## config.mk

```make
export PLATFORM = sky130hd
export DESIGN_NAME = mem_arbiter
export DESIGN_NICKNAME = d
export VERILOG_FILES = /design/src/rtl/mem_arbiter.sv
export SDC_FILE = /design/constraint.sdc
export NUM_CORES = 1
export LEC_CHECK = 0
export ABC_CLOCK_PERIOD_IN_PS = 4230
export CORE_AREA = 10 10 86 103
export DETAILED_ROUTE_END_ITERATION = 12
export DIE_AREA = 0 0 96 113
export PLACE_DENSITY = 0.77
export RECOVER_POWER = 50
export SYNTH_ARGS = -nofsm -noshare
export SYNTH_HDL_FRONTEND = slang
export SYNTH_SLANG_ARGS = --single-unit
```

## constraint.sdc

```tcl
create_clock -name clk -period 4.23 [get_ports clk]
set_input_delay 0.423 -clock clk [delete_from_list [all_inputs] [get_ports clk]]
set_output_delay 0.423 -clock clk [all_outputs]
set_load 0.05 [all_outputs]
```

## src/rtl/mem_arbiter.sv

```systemverilog
// Two-port round-robin arbiter in front of a shared single-port RAM with a
// registered-read latency of one cycle; each transaction takes four cycles.
module mem_arbiter #(
    parameter int ADDR_W = 8,
    parameter int DATA_W = 16
) (
    input  logic              clk,
    input  logic              rst_n,
    input  logic              a_req,
    input  logic              a_we,
    input  logic [ADDR_W-1:0] a_addr,
    input  logic [DATA_W-1:0] a_wdata,
    output logic              a_ack,
    output logic [DATA_W-1:0] a_rdata,
    input  logic              b_req,
    input  logic              b_we,
    input  logic [ADDR_W-1:0] b_addr,
    input  logic [DATA_W-1:0] b_wdata,
    output logic              b_ack,
    output logic [DATA_W-1:0] b_rdata,
    output logic [ADDR_W-1:0] ram_addr,
    output logic [DATA_W-1:0] ram_wdata,
    output logic              ram_we,
    input  logic [DATA_W-1:0] ram_rdata,
    output logic              busy
);

    typedef enum logic [1:0] {IDLE, ISSUE, WAIT, ACK} state_t;
    typedef enum logic {PORT_A, PORT_B} port_t;

    state_t state, state_nxt;
    port_t  owner, last_owner, winner;
    logic   any_req;
    logic   op_we;

    // Contention goes to whichever port did not win last time.
    always_comb begin
        winner  = PORT_A;
        any_req = a_req | b_req;
        if (a_req && b_req)
            winner = (last_owner == PORT_A) ? PORT_B : PORT_A;
        else if (b_req)
            winner = PORT_B;
    end

    always_ff @(posedge clk or negedge rst_n) begin
        if (!rst_n)
            state <= IDLE;
        else
            state <= state_nxt;
    end

    always_comb begin
        state_nxt = state;
        busy      = 1'b1;
        a_ack     = 1'b0;
        b_ack     = 1'b0;
        unique case (state)
            IDLE: begin
                busy = 1'b0;
                if (any_req)
                    state_nxt = ISSUE;
            end
            ISSUE: state_nxt = WAIT;
            WAIT:  state_nxt = ACK;
            ACK: begin
                state_nxt = IDLE;
                a_ack     = (owner == PORT_A);
                b_ack     = (owner == PORT_B);
            end
            default: state_nxt = IDLE;
        endcase
    end

    always_ff @(posedge clk or negedge rst_n) begin
        if (!rst_n) begin
            ram_addr   <= '0;
            ram_wdata  <= '0;
            ram_we     <= 1'b0;
            op_we      <= 1'b0;
            owner      <= PORT_A;
            last_owner <= PORT_B;
            a_rdata    <= '0;
            b_rdata    <= '0;
        end else begin
            // The write strobe lives for the ISSUE cycle only.
            ram_we <= 1'b0;
            if (state == IDLE && any_req) begin
                owner      <= winner;
                last_owner <= winner;
                if (winner == PORT_B) begin
                    ram_addr  <= b_addr;
                    ram_wdata <= b_wdata;
                    ram_we    <= b_we;
                    op_we     <= b_we;
                end else begin
                    ram_addr  <= a_addr;
                    ram_wdata <= a_wdata;
                    ram_we    <= a_we;
                    op_we     <= a_we;
                end
            end
            if (state == WAIT && !op_we) begin
                if (owner == PORT_B)
                    b_rdata <= ram_rdata;
                else
                    a_rdata <= ram_rdata;
            end
        end
    end

endmodule

```

# Word level (Yosys, flattened, before mapping)
# Cells that the tools add are included.
# Widths: inputs -> output; s select.
# totals
register_bits	62
latchBits	0
mem_bits_rw	0
rom_bits	0
input_bits	70
output_inout_bits	60
memories	0
# op_classes
add_sub_neg	0
mul	0
div	0
n_lt_le_gt_ge	0
n_eq_ne	4
shift	0
mux	12
bitwise_logic	2
n_reduce_logical	7
# ops
operator	count
$mux 16	1
$mux 1	8
$mux 8	1
$pmux 2 s4	1
$eq 2x2->1 const B	2
$reduce_and 2->1	2
$logic_and 1x1->1	3
$eq 2x1->1 const B	1
$logic_not 2->1	1
$mux 2	1
$ne 2x2->1 const B	1
$logic_not 1->1	1
$not 1->1	1
$or 1x1->1	1

# Logic depth before layout (Yosys ltp)
# Gate-level depths: netlist of run 1.
# depth
ltp_word	4
ltp_mapped	8
depth_no_buf	5

# Worst setup path after synthesis of run 1
# OpenSTA, ideal clock, no wires.
# synth_timing
path_type	flip-flop to flip-flop
start	register state[0]
end	register state[1]
t_arrival_ns	1.526
path_slack_ns	2.579
stages_incl_launch_ff	7
path_buffers	1
period_less_slack_ns	1.651
cell_sequence	dfrtp_1 inv_1 ha_1 buf_4 inv_2 or3_1 mux2_4
# synth_via
elab_chain_cells	2
elab_cells_between_ends	6
classes_between	eq/ne: 4; mux: 1; reduce/logical: 1
# synth_lines
element	line	rtl
start, declared	31	state_t state, state_nxt;
start signal, assigned	50	state <= state_nxt;
$eq 2x2->1 (tied with other cells)	58	unique case (state)
$pmux 2 s4 / $ne 2x2->1 (equally long branches)	-	
# Several ways; a longest one is shown, not always the timed one.
# A chain may end at the register's enable or synchronous reset.

# Worst setup path after layout of run 1
# layout_timing
start	register state[0]
end	output busy
# layout_via
elab_chain_cells	2
# layout_lines
element	line	rtl
$logic_not 2->1	58	
$mux 1	58	
end, declared	25	output logic busy
# Every way passes these cells.

==> results.md, run 1 <==
* Critical path's most frequent cell: sky130_fd_sc_hd__inv_1
* Antenna violations before repair at 0
* Internal power at 2130 uW
* Top-level I/O count at 130
* Clock-pin transition on the worst setup and hold timing paths at roughly 0.070 ns
* Outcome: complete, no violations
* Number of warnings issued by yosys at 0
* Slowest stage cell, crit path: sky130_fd_sc_hd__clkdlybuf4s50_1
* CTS tree: yes
* Max-slew violation total from the final report at 0
* Endpoint class of the critical path: output pin
* Number of standard cells after synthesis at 231
* Peak supply drop at 0.486 mV
* Post-synthesis sequential area ratio at 0.587
* Number of buffers created by CTS at 9
* Max clock buf depth at 2
* Reg power frac at 0.267
* Routed via count at 2220
* Place WS at ~1.9 ns
* Type of the setup path with the least slack: flop to output pin
* Weighted congestion reported at the end of routability-driven placement at 0.719
* Max Fanout on Critical Path at 7
* Count of instances resized after the clock tree is built at 0
* Syn avg cell area at 11.5 um^2
* DIE AREA at 0.0108 mm^2
* Overall die width at 96 um
* Clock Skews at between 0.008 and 0.009 ns
* Bufs and invs on worst path at 3
* Cell leakage power at 0.00177 uW
* Largest incremental delay on the critical path at 0.81 ns
* Sw frac at 0.470
* Total negative slack for setup checks at 0 ns
* Via count of the first global-routing pass at between 2000 and 2500
* CP Data Required Time at around 3.8 ns
* Final Hold Viols at 0
* Starting DRC count in detailed routing at 30
* Power Dens Cells at around 960 mW/mm^2
* Root buffer cell: sky130_fd_sc_hd__clkbuf_8
* Worst-Skew Late Latency at 0.33 ns
* Sort of element at the start of the critical path: flop
* Leading cell types in the layout, fill and taps excluded: 118 x sky130_fd_sc_hd__clkdlybuf4s50_1, 61 x sky130_fd_sc_hd__dfrtp_1, 51 x sky130_fd_sc_hd__a21oi_1, 32 x sky130_fd_sc_hd__mux2_2, 27 x sky130_fd_sc_hd__nor2_1
* Worst path setup slack after routing at approximately 1.8 ns
* # Max-Cap Violations at 0
* Remaining max-slew budget at the tightest pin at 0.0147
* Die height at 113 um
* Final count of negative-setup-slack endpoints at 0
* Detailed-route vias per instance at 4.93
* Number of library cell types mapped by synthesis at 28
* Site Rows at 33
* Overall fraction of global-route tracks in use at 0.140
* Initial core utilization at 0.391
* Switching power summed over all nets at roughly 1900 uW
* Number of nets with antenna violations after detailed routing at 0
* Number of setup buffers added after CTS at 0
* Combinational cell fraction of total power at 0.572
* WP data arrival at 2.02 ns
* Most common library cell in the layout ignoring fill and taps: sky130_fd_sc_hd__clkdlybuf4s50_1
* Syn-to-layout area delta at 58.4%
* Total gr overflow at 0
* Post-Synthesis Net Count at 304
* Mapped cell area at 0.00265 mm^2
* Clock network fraction of total power at 0.161
* Ordered list of cells on the worst path: inv_1 > ha_1 > inv_1 > clkdlybuf4s50_1
* Number of port buffers at 129
* CTS H-tree depth at 3
* Crit path max-delay family: buffers and inverters
* Final nets at between 400 and 500
* Sinks on Clock Net at between 60 and 70
* Diode insertion count for antenna repair at 0
* Worst hold path type: input port to asynchronous set/reset pin
* Cts-stage hold buffer count at 0
* Number of detailed-route iterations in the first pass at 4
* Setup slack on the worst flop-to-flop path at 2.25 ns
* Wirelength, routed at 7.82 mm
* DR WL/cell at 17.4 um
* Largest net degree at the start of global routing at 37
* Worst-margin pin slew at 1.48 ns
* Wire length of the first global-routing pass at 11.9 mm
* Post-DP HPWL at ~5.9 mm
* RSZ-0062 raised after global routing: false
* Layout cell share with drive strength beyond 1 at 0.152
* Min Tclk post-route at 2.44 ns
* Max Freq at a little over 400 MHz
* Area of the placeable core at 0.00677 mm^2
* # DRC at 0
* Final critical-path share of the clock period at 0.577
* Post-synthesis register bit count at 62
-- power by group through the flow --
stage / registers, uW / logic [uW] / clock network, uW
2_1_floorplan: 2030 / 597 / 0
3_3_place_gp: 1070 / 2320 / 0
6_report: 1080 / 2300 / 646
5_1_grt: 1110 / 2420 / 684
4_1_cts: 1080 / 2350 / 658
3_5_place_dp: 1090 / 2340 / 0
-- flip-flops by register name, indices dropped and copies added, names as in the netlist --
signal / flops
a_rdata: 16
b_rdata: 16
last_owner: 1
op_we: 1
owner: 1
ram_addr: 8
ram_wdata: 16
ram_we: 1
state: 2
-- synth_stat cells --
| cell | number | share of area |
|---|---|---|
| sky130_fd_sc_hd__clkbuf_2 | 1 | 0.0019 |
| sky130_fd_sc_hd__mux2i_1 | 1 | 0.0038 |
| sky130_fd_sc_hd__mux2_2 | 32 | 0.14 |
| sky130_fd_sc_hd__o21ai_0 | 1 | 0.0019 |
| sky130_fd_sc_hd__clkbuf_8 | 1 | 0.0052 |
| sky130_fd_sc_hd__nand2_1 | 25 | 0.035 |
| sky130_fd_sc_hd__inv_2 | 1 | 0.0014 |
| sky130_fd_sc_hd__dfrtp_1 | 61 | 0.58 |
| sky130_fd_sc_hd__o21ai_2 | 1 | 0.0033 |
| sky130_fd_sc_hd__nor2_1 | 27 | 0.038 |
| sky130_fd_sc_hd__buf_6 | 2 | 0.0085 |
| sky130_fd_sc_hd__a21bo_2 | 1 | 0.0038 |
| sky130_fd_sc_hd__nor3b_4 | 1 | 0.0071 |
| sky130_fd_sc_hd__o21a_1 | 1 | 0.0028 |
| sky130_fd_sc_hd__buf_4 | 4 | 0.011 |
| sky130_fd_sc_hd__and2_2 | 1 | 0.0028 |
| sky130_fd_sc_hd__dfstp_2 | 1 | 0.0099 |
| sky130_fd_sc_hd__a21oi_1 | 51 | 0.096 |
| sky130_fd_sc_hd__and2b_2 | 1 | 0.0033 |
| sky130_fd_sc_hd__ha_1 | 3 | 0.014 |
| sky130_fd_sc_hd__inv_1 | 2 | 0.0028 |
| sky130_fd_sc_hd__a21boi_2 | 1 | 0.0043 |
| sky130_fd_sc_hd__nor3_1 | 1 | 0.0019 |
| sky130_fd_sc_hd__a31oi_1 | 1 | 0.0024 |
| sky130_fd_sc_hd__or3_1 | 1 | 0.0024 |
| sky130_fd_sc_hd__mux2_4 | 1 | 0.0057 |
| sky130_fd_sc_hd__buf_2 | 6 | 0.011 |
| sky130_fd_sc_hd__nand3b_2 | 1 | 0.0043 |
-- layer usage --
layer	track usage	vias up	wire (um)	share of wire
met5	0	-	0	0
met2	0.205	125	3210	0.41
met1	0.159	1045	3310	0.42
met4	0.0512	0	100	0.013
li1	-	1039	-	-
met3	0.0919	11	1190	0.15
-- kinds of logic (layout without fill, tap and decap cells) --
kind of cell               count (synthesis)  in the layout  synth area share
DFF                                       62             62             0.587
and+or+nand+nor                           58             58            0.0956
AOI/OAI and AO/OA                         57             57             0.115
muxes                                     34             34             0.146
buffers and inverters                     17            149            0.0426
adders and majority gates                  3              3            0.0142
-- through the flow --
step | power [uW] | instance area, um^2 | std cells | hold WS [ns] | utilization
after global placement | 3390 | 3950 | 434 | 0.471 | 0.583
after global routing | 4220 | 4190 | 450 | 0.508 | 0.619
final | 4020 | 4190 | 450 | 0.431 | 0.619
after detailed placement | 3430 | 3950 | 434 | 0.468 | 0.583
after CTS | 4090 | 4200 | 450 | 0.0986 | 0.620
after floorplan | 2620 | 2650 | 231 | 0.127 | -
-- worst paths after layout --
kind	cells after the start	start	endpoint
max in group asynchronous	2	rst_n	b_rdata[12]
max reg2reg	4	state[0]	a_rdata[14]
min	1	rst_n	owner
min reg2reg	1	a_rdata[3]	a_rdata[3]
min in group clk	1	a_rdata[3]	a_rdata[3]
max	4	state[0]	busy
-- final cells by class --
type                            instances  area, um^2
Clock buffer                           13         159
Tap cell                               87         109
Multi-Input combinational cell        152         976
Clock inverter                          3        90.1
Timing Repair Buffer                  130        1290
Sequential cell                        62        1550
Fill cell                             561        2580
Inverter                                3        11.3
Note: power is estimated with default switching activity, not from simulation.
==> inputs of run 2 (changes only) <==
ABC_CLOCK_PERIOD_IN_PS = 2100   (was 4230)
CORE_AREA = 10 10 90 107   (was 10 10 86 103)
DIE_AREA = 0 0 100 117   (was 0 0 96 113)
PLACE_DENSITY = 0.74   (was 0.77)
clock period = 2.1 ns   (was 4.23 ns; I/O delays follow)
==> run 2 against run 1 <==
Design area is 0.87% higher. Worst setup slack worse by 1.5 ns. Highest routed layer unchanged. Via count is 1.4% lower. Critical path type unchanged. Combinational power is 100% higher. Global-route usage is 0.43 points lower. Final cell count is 2.4% higher. Core utilization is 6.1 points lower. Sequential share of layout area is 0.32 points lower.
==> results.md, run 2 (synthesis gave the netlist of run 1 again) <==
* DR WL/cell at 16.6 um (-4.4%)
* Area of the placeable core at 0.00758 mm^2 (+12%)
* Sort of element at the start of the critical path: flop
* Placed Area at 0.00400 mm^2 (+1.4%)
* # DRC at 0 (unchanged)
* Outcome: complete, no violations
* Total gr overflow at 0 (unchanged)
* Final critical-path share of the clock period at 0.845
* Number of setup buffers added after CTS at 0 (unchanged)
* Clock Skews at 0.0143 ns (+0.00598 ns)
* Top-level I/O count at 130 (unchanged)
* Root buffer cell: sky130_fd_sc_hd__clkbuf_8
* Final Hold Viols at 0 (unchanged)
* Instance count after placement with tap cells included at 444 (+2.3%)
* Total power at 7990 uW (+99%)
* Max clock buf depth at 2 (unchanged)
* Worst hold path type: input port to flop
* Leading registers by flop count: a_rdata (16), b_rdata (16), ram_wdata (16)
* Slowest stage cell, crit path: sky130_fd_sc_hd__clkdlybuf4s50_1
* Diode insertion count for antenna repair at 0 (unchanged)
* Setup crit start: ram_wdata[11]
* Number of nets with antenna violations after detailed routing at 0 (unchanged)
* Number of detailed-route iterations in the first pass at 4 (unchanged)
* Number of port buffers at 129 (unchanged)
* Clock-pin transition on the worst setup and hold timing paths at 0.08 ns (about the same)
* Weighted congestion reported at the end of routability-driven placement at 0.721 (+0.28%)
* Final count of negative-setup-slack endpoints at 0 (unchanged)
* CP Data Required Time at 1.89 ns (-1.92 ns)
* Ordered list of cells on the worst path: clkdlybuf4s50_1
* Layout cell share with drive strength beyond 1 at 0.171 (+0.0192)
* Crit path max-delay family: buffers and inverters
* Most common library cell in the layout ignoring fill and taps: sky130_fd_sc_hd__clkdlybuf4s50_1
* Startpoint of the lowest-slack hold path: a_addr[2]
* Max Fanout on Critical Path at 2 (-5)
* # Max-Cap Violations at 0 (unchanged)
* Power Dens Cells at 1890 mW/mm^2 (+97%)
* Die height at 117 um (+3.5%)
* Cell leakage power at 0.00182 uW (+3.0%)
* Worst-margin pin slew at 0.758 ns (-0.719 ns)
* Remaining max-slew budget at the tightest pin at 0.494 (+0.480)
* RSZ-0062 raised after global routing: false
* Leading cell types in the layout, fill and taps excluded: 124 x sky130_fd_sc_hd__clkdlybuf4s50_1, 61 x sky130_fd_sc_hd__dfrtp_1, 51 x sky130_fd_sc_hd__a21oi_1, 32 x sky130_fd_sc_hd__mux2_2, 27 x sky130_fd_sc_hd__nor2_1
* Total negative slack for setup checks at 0 ns (unchanged)
* Overall die width at 100 um (+4.2%)
* Bufs and invs on worst path at 1 (-2)
* Detailed-route vias per instance at 4.75 (-3.7%)
* Final Cell Area at 0.00423 mm^2 (+0.87%)
* WP data arrival at 1.57 ns (-0.45 ns)
* Number of buffers created by CTS at 9 (unchanged)
* Largest net degree at the start of global routing at 34 (-8.1%)
* Non-filler cells in the finished layout at 461 (+2.4%)
* Post-Route Hold Slack at 0.407 ns (-0.0245 ns)
* Max-slew violation total from the final report at 0 (unchanged)
* RR Startpoint: state[1]
* Sinks on Clock Net at 62 (unchanged)
* Starting DRC count in detailed routing at 14 (-53%)
* Wirelength, routed at 7.65 mm (-2.1%)
* Type of the setup path with the least slack: flop to output pin
* DIE AREA at 0.0117 mm^2 (+7.9%)
* Antenna violations before repair at 0 (unchanged)
* Min Tclk post-route at 1.78 ns
* Peak supply drop at 1.13 mV (+130%)
* Initial core utilization at 0.349 (-0.0415)
* Largest incremental delay on the critical path at 0.83 ns (+0.02 ns)
* Routed via count at 2190 (-1.4%)
* CTS tree: yes
* Site Rows at 35 (+6.1%)
* Via count of the first global-routing pass at 2460 (+4.5%)
* Setup slack on the worst flop-to-flop path at 0.43 ns (-1.82 ns)
* Final nets at 437 (+1.4%)
* Syn-to-layout area delta at 59.8%
* Overall fraction of global-route tracks in use at 0.136 (-0.00434)
* Worst-Skew Late Latency at 0.34 ns (about the same)
* Max Freq at 563 MHz
* Post-DP HPWL at 5.87 mm (-0.93%)
* CTS H-tree depth at 3 (unchanged)
* Wire length of the first global-routing pass at 12.6 mm (+5.6%)
* Endpoint class of the critical path: output pin
## run 2: layout make-up
class | count | area (um^2)
Tap cell | 92 | 115
Clock inverter | 4 | 72.6
Fill cell | 666 | 3350
Clock buffer | 12 | 145
Inverter | 3 | 11.3
Multi-Input combinational cell | 152 | 976
Sequential cell | 62 | 1550
Timing Repair Buffer | 136 | 1350
## run 2: layer usage
| metal | routed length (um) | global-route usage |
|---|---|---|
| met4 | 152 | 0.0651 |
| met3 | 1060 | 0.0869 |
| met2 | 3390 | 0.206 |
| met1 | 3050 | 0.145 |
| met5 | 0 | 0 |
## run 2: power breakdown
group | internal (uW) | switching [uW] | leakage, uW
combinational | 1680 | 3010 | 0.00100
sequential | 1810 | 338 | 0.000717
clock | 700 | 453 | 0.000107
## run 2: final timing paths
kind,endpoint,cells past startpoint
setup reg to reg,ram_wdata[4],6
hold / removal,ram_addr[2],3
max in group asynchronous,ram_wdata[10],3
hold reg to reg,a_rdata[3],1
min in group asynchronous,state[0],2
setup / recovery,ram_wdata[11],1
## run 2: per-stage QoR
step           utilization  worst slack [ns]
6_report             0.558             0.325
5_1_grt              0.558             0.169
4_1_cts              0.558            0.0342
3_5_place_dp         0.528             0.394
3_3_place_gp         0.528             0.428
2_1_floorplan            -             0.449
## run 2: what timing repair did
item / in CTS / in global routing
hold buffers: 1 / 0
endpoints found under the setup margin: 0 / 2
resized for setup: 0 / 2
hold endpoints to repair: 28 / 0
==> inputs of run 3 (changes only) <==
ABC_CLOCK_PERIOD_IN_PS = 1460   (was 2100)
clock period = 1.46 ns   (was 2.1 ns; I/O delays follow)
==> run 3 against run 2 <==
The flow now finishes with violations (setup timing). Global-route usage is 0.19 points higher. Core utilization is 3.0 points higher. Clock power grew 16%. Final cell count grew 3.0%. Register-to-register slack worse by 0.55 ns. Total power is 50% higher. Sequential share of layout area decreased by 1.9 points. Critical path type unchanged. Critical endpoint is now a_ack.
==> results.md, run 3 (synthesis gave the netlist of run 1 again) <==
* Initial core utilization at 0.349 (unchanged)
* Max Fanout on Critical Path at 2 (unchanged)
* Reg power frac at 0.264 (-0.005)
* Clock network fraction of total power at 0.111 (-0.033)
* # Max-Cap Violations at 0 (unchanged)
* Type of the setup path with the least slack: flop to output pin
* Wire length of the first global-routing pass at 12.9 mm (+2.3%)
* CTS tree: yes
* Total gr overflow at 0 (unchanged)
* Overall fraction of global-route tracks in use at 0.138 (+0.00193)
* Non-filler cells in the finished layout at 475 (+3.0%)
* Switching power summed over all nets at 5730 uW (+51%)
* CTS H-tree depth at 3 (unchanged)
* Worst path setup slack after routing at -0.121 ns (-0.446 ns)
* Weighted congestion reported at the end of routability-driven placement at 0.763 (+5.8%)
* Largest incremental delay on the critical path at 0.39 ns (-0.44 ns)
* Most common library cell in the layout ignoring fill and taps: sky130_fd_sc_hd__clkdlybuf4s50_1
* Layout cell share with drive strength beyond 1 at 0.392 (+0.221)
* Post-DP HPWL at 5.90 mm (+0.49%)
* CP Data Required Time at 1.31 ns (-0.58 ns)
* Number of nets with antenna violations after detailed routing at 0 (unchanged)
* Leading cell types in the layout, fill and taps excluded: 68 x sky130_fd_sc_hd__clkdlybuf4s50_1, 65 x sky130_fd_sc_hd__buf_4, 61 x sky130_fd_sc_hd__dfrtp_1, 50 x sky130_fd_sc_hd__a21oi_1, 25 x sky130_fd_sc_hd__nand2_1
* Final Hold Viols at 0 (unchanged)
* Starting DRC count in detailed routing at 62 (+48)
* # DRC at 0 (unchanged)
* Top-level I/O count at 130 (unchanged)
* Number of port buffers at 129 (unchanged)
* Min Tclk post-route at 1.58 ns
* Instance count after placement with tap cells included at 454 (+2.3%)
* Final Core Density at 0.588 (+0.0302)
* WP data arrival at 1.43 ns (-0.14 ns)
* Die height at 117 um (unchanged)
* Critical path's most frequent cell: sky130_fd_sc_hd__buf_6
* Slowest stage cell, crit path: sky130_fd_sc_hd__dfrtp_1
* Failing checks: setup timing
* Max-slew violation total from the final report at 0 (unchanged)
* Detailed-route vias per instance at 4.89 (+2.9%)
* Clock-pin transition on the worst setup and hold timing paths at 0.06 ns (-0.02 ns)
* Diode insertion count for antenna repair at 0 (unchanged)
* Peak supply drop at 1.47 mV (+30%)
* Syn-to-layout area delta at 68.4%
* Sort of element at the start of the critical path: flop
* Outcome: finished with violations
* Worst-margin pin slew at 0.837 ns (+0.0789 ns)
* Antenna violations before repair at 0 (unchanged)
* Largest net degree at the start of global routing at 63 (+85%)
* Setup slack on the worst flop-to-flop path at -0.12 ns (-0.55 ns)
* Worst hold path type: input port to flop
* Cell leakage power at 0.00207 uW (+14%)
* Clock Skews at 0.00587 ns (-0.00846 ns)
* Internal power at 6290 uW (+50%)
* Final critical-path share of the clock period at 1.08
* Wirelength, routed at 8.14 mm (+6.4%)
* Fill cell instance count of the final layout at 655 (-1.7%)
* Number of buffers created by CTS at 9 (unchanged)
* Ordered list of cells on the worst path: buf_6 > buf_6 > ha_4 > and2b_2 > buf_8
* Sinks on Clock Net at 62 (unchanged)
* DR WL/cell at 17.1 um (+3.2%)
* Worst-Skew Late Latency at 0.33 ns (about the same)
* Max Freq at 633 MHz
* Overall die width at 100 um (unchanged)
* Endpoint class of the critical path: output pin
* Final nets at 453 (+3.7%)
* Leading registers by flop count: a_rdata (16), b_rdata (16), ram_wdata (16)
* Final count of negative-setup-slack endpoints at 48 (+48)
* DIE AREA at 0.0117 mm^2 (unchanged)
* Power Dens Cells at 2700 mW/mm^2 (+43%)
* Combinational cell fraction of total power at 0.625 (+0.038)
* Via count of the first global-routing pass at 2597 (+5.6%)
* Number of detailed-route iterations in the first pass at 4 (unchanged)
* Area of the placeable core at 0.00758 mm^2 (unchanged)
* Site Rows at 35 (unchanged)
* Root buffer cell: sky130_fd_sc_hd__clkbuf_8
* RSZ-0062 raised after global routing: true
* Routed via count at 2323 (+6.1%)
* Remaining max-slew budget at the tightest pin at 0.442 (-0.0526)
* Max clock buf depth at 2 (unchanged)
* Sw frac at 0.477 (+0.000938)
run 3: changes by cell type in the layout (fill, tap and decap cells not counted), moves of 8 or more:
cell and delta:
sky130_fd_sc_hd__mux2_4 +17, sky130_fd_sc_hd__mux2_2 -17, sky130_fd_sc_hd__buf_4 +60, sky130_fd_sc_hd__buf_12 +8, sky130_fd_sc_hd__clkdlybuf4s50_1 -56
run 3: path summary, 6_finish.rpt:
kind                             from      endpoint  cells past startpoint
min                        a_wdata[5]  ram_wdata[5]                      3
min in group asynchronous       rst_n  ram_wdata[0]                      3
max                          state[1]         a_ack                      5
max in group asynchronous       rst_n    b_rdata[9]                      3
min reg2reg                a_rdata[7]    a_rdata[7]                      1
max reg2reg                  state[0]   b_rdata[10]                      7
run 3: final cells by class:
type                       count  area (um^2)  share of cell area
clock buffer                  13          169              0.0379
clock inverter                 1         5.00             0.00112
inverter                       3         16.3             0.00365
multi-input combinational    152         1110               0.248
sequential                    62         1550               0.348
tap                           92          115              0.0258
timing repair buffer         152         1490               0.335
run 3: what timing repair did:
action,4_1_cts,5_1_grt
hold endpoints to repair,61,0
hold buffers,1,0
pin swaps,0,0
setup endpoints to repair,61,60
setup buffers,2,2
cloned,2,0
gates resized for setup,30,8
run 3: layer usage:
layer	vias to the layer above	wire, um	GRT usage
met5	-	0	0
met4	0	122	0.0594
met3	11	1090	0.0851
met2	110	3720	0.219
met1	1118	3210	0.143
li1	1084	-	-
run 3: per-stage QoR:
step	power, uW	hold WS [ns]	setup slack [ns]	instance area [um^2]	setup TNS, ns
finish	12000	0.352	-0.121	4460	-3.26
global route	12700	0.342	-0.187	4460	-6.66
CTS	12000	0.331	-0.155	4420	-3.66
detailed placement	10100	0.183	-0.139	4040	-4.54
global placement	9990	0.181	-0.0622	4040	-2.15
floorplan	7640	-0.150	-0.134	2660	-1.47
run 3: critical path, delay by kind of cell (launching register included):
family	cells	cell delay, ns
fa+ha+maj	1	0.14
buf+inv	3	0.38
flops	1	0.39
simple gates	1	0.19
run 3: power groups by stage:
stage | clock network (uW) | registers [uW] | logic [uW]
finish | 1330 | 3170 | 7520
global route | 1480 | 3280 | 7910
CTS | 1390 | 3150 | 7470
detailed placement | 0 | 3140 | 6990
global placement | 0 | 3100 | 6890
floorplan | 0 | 5870 | 1760
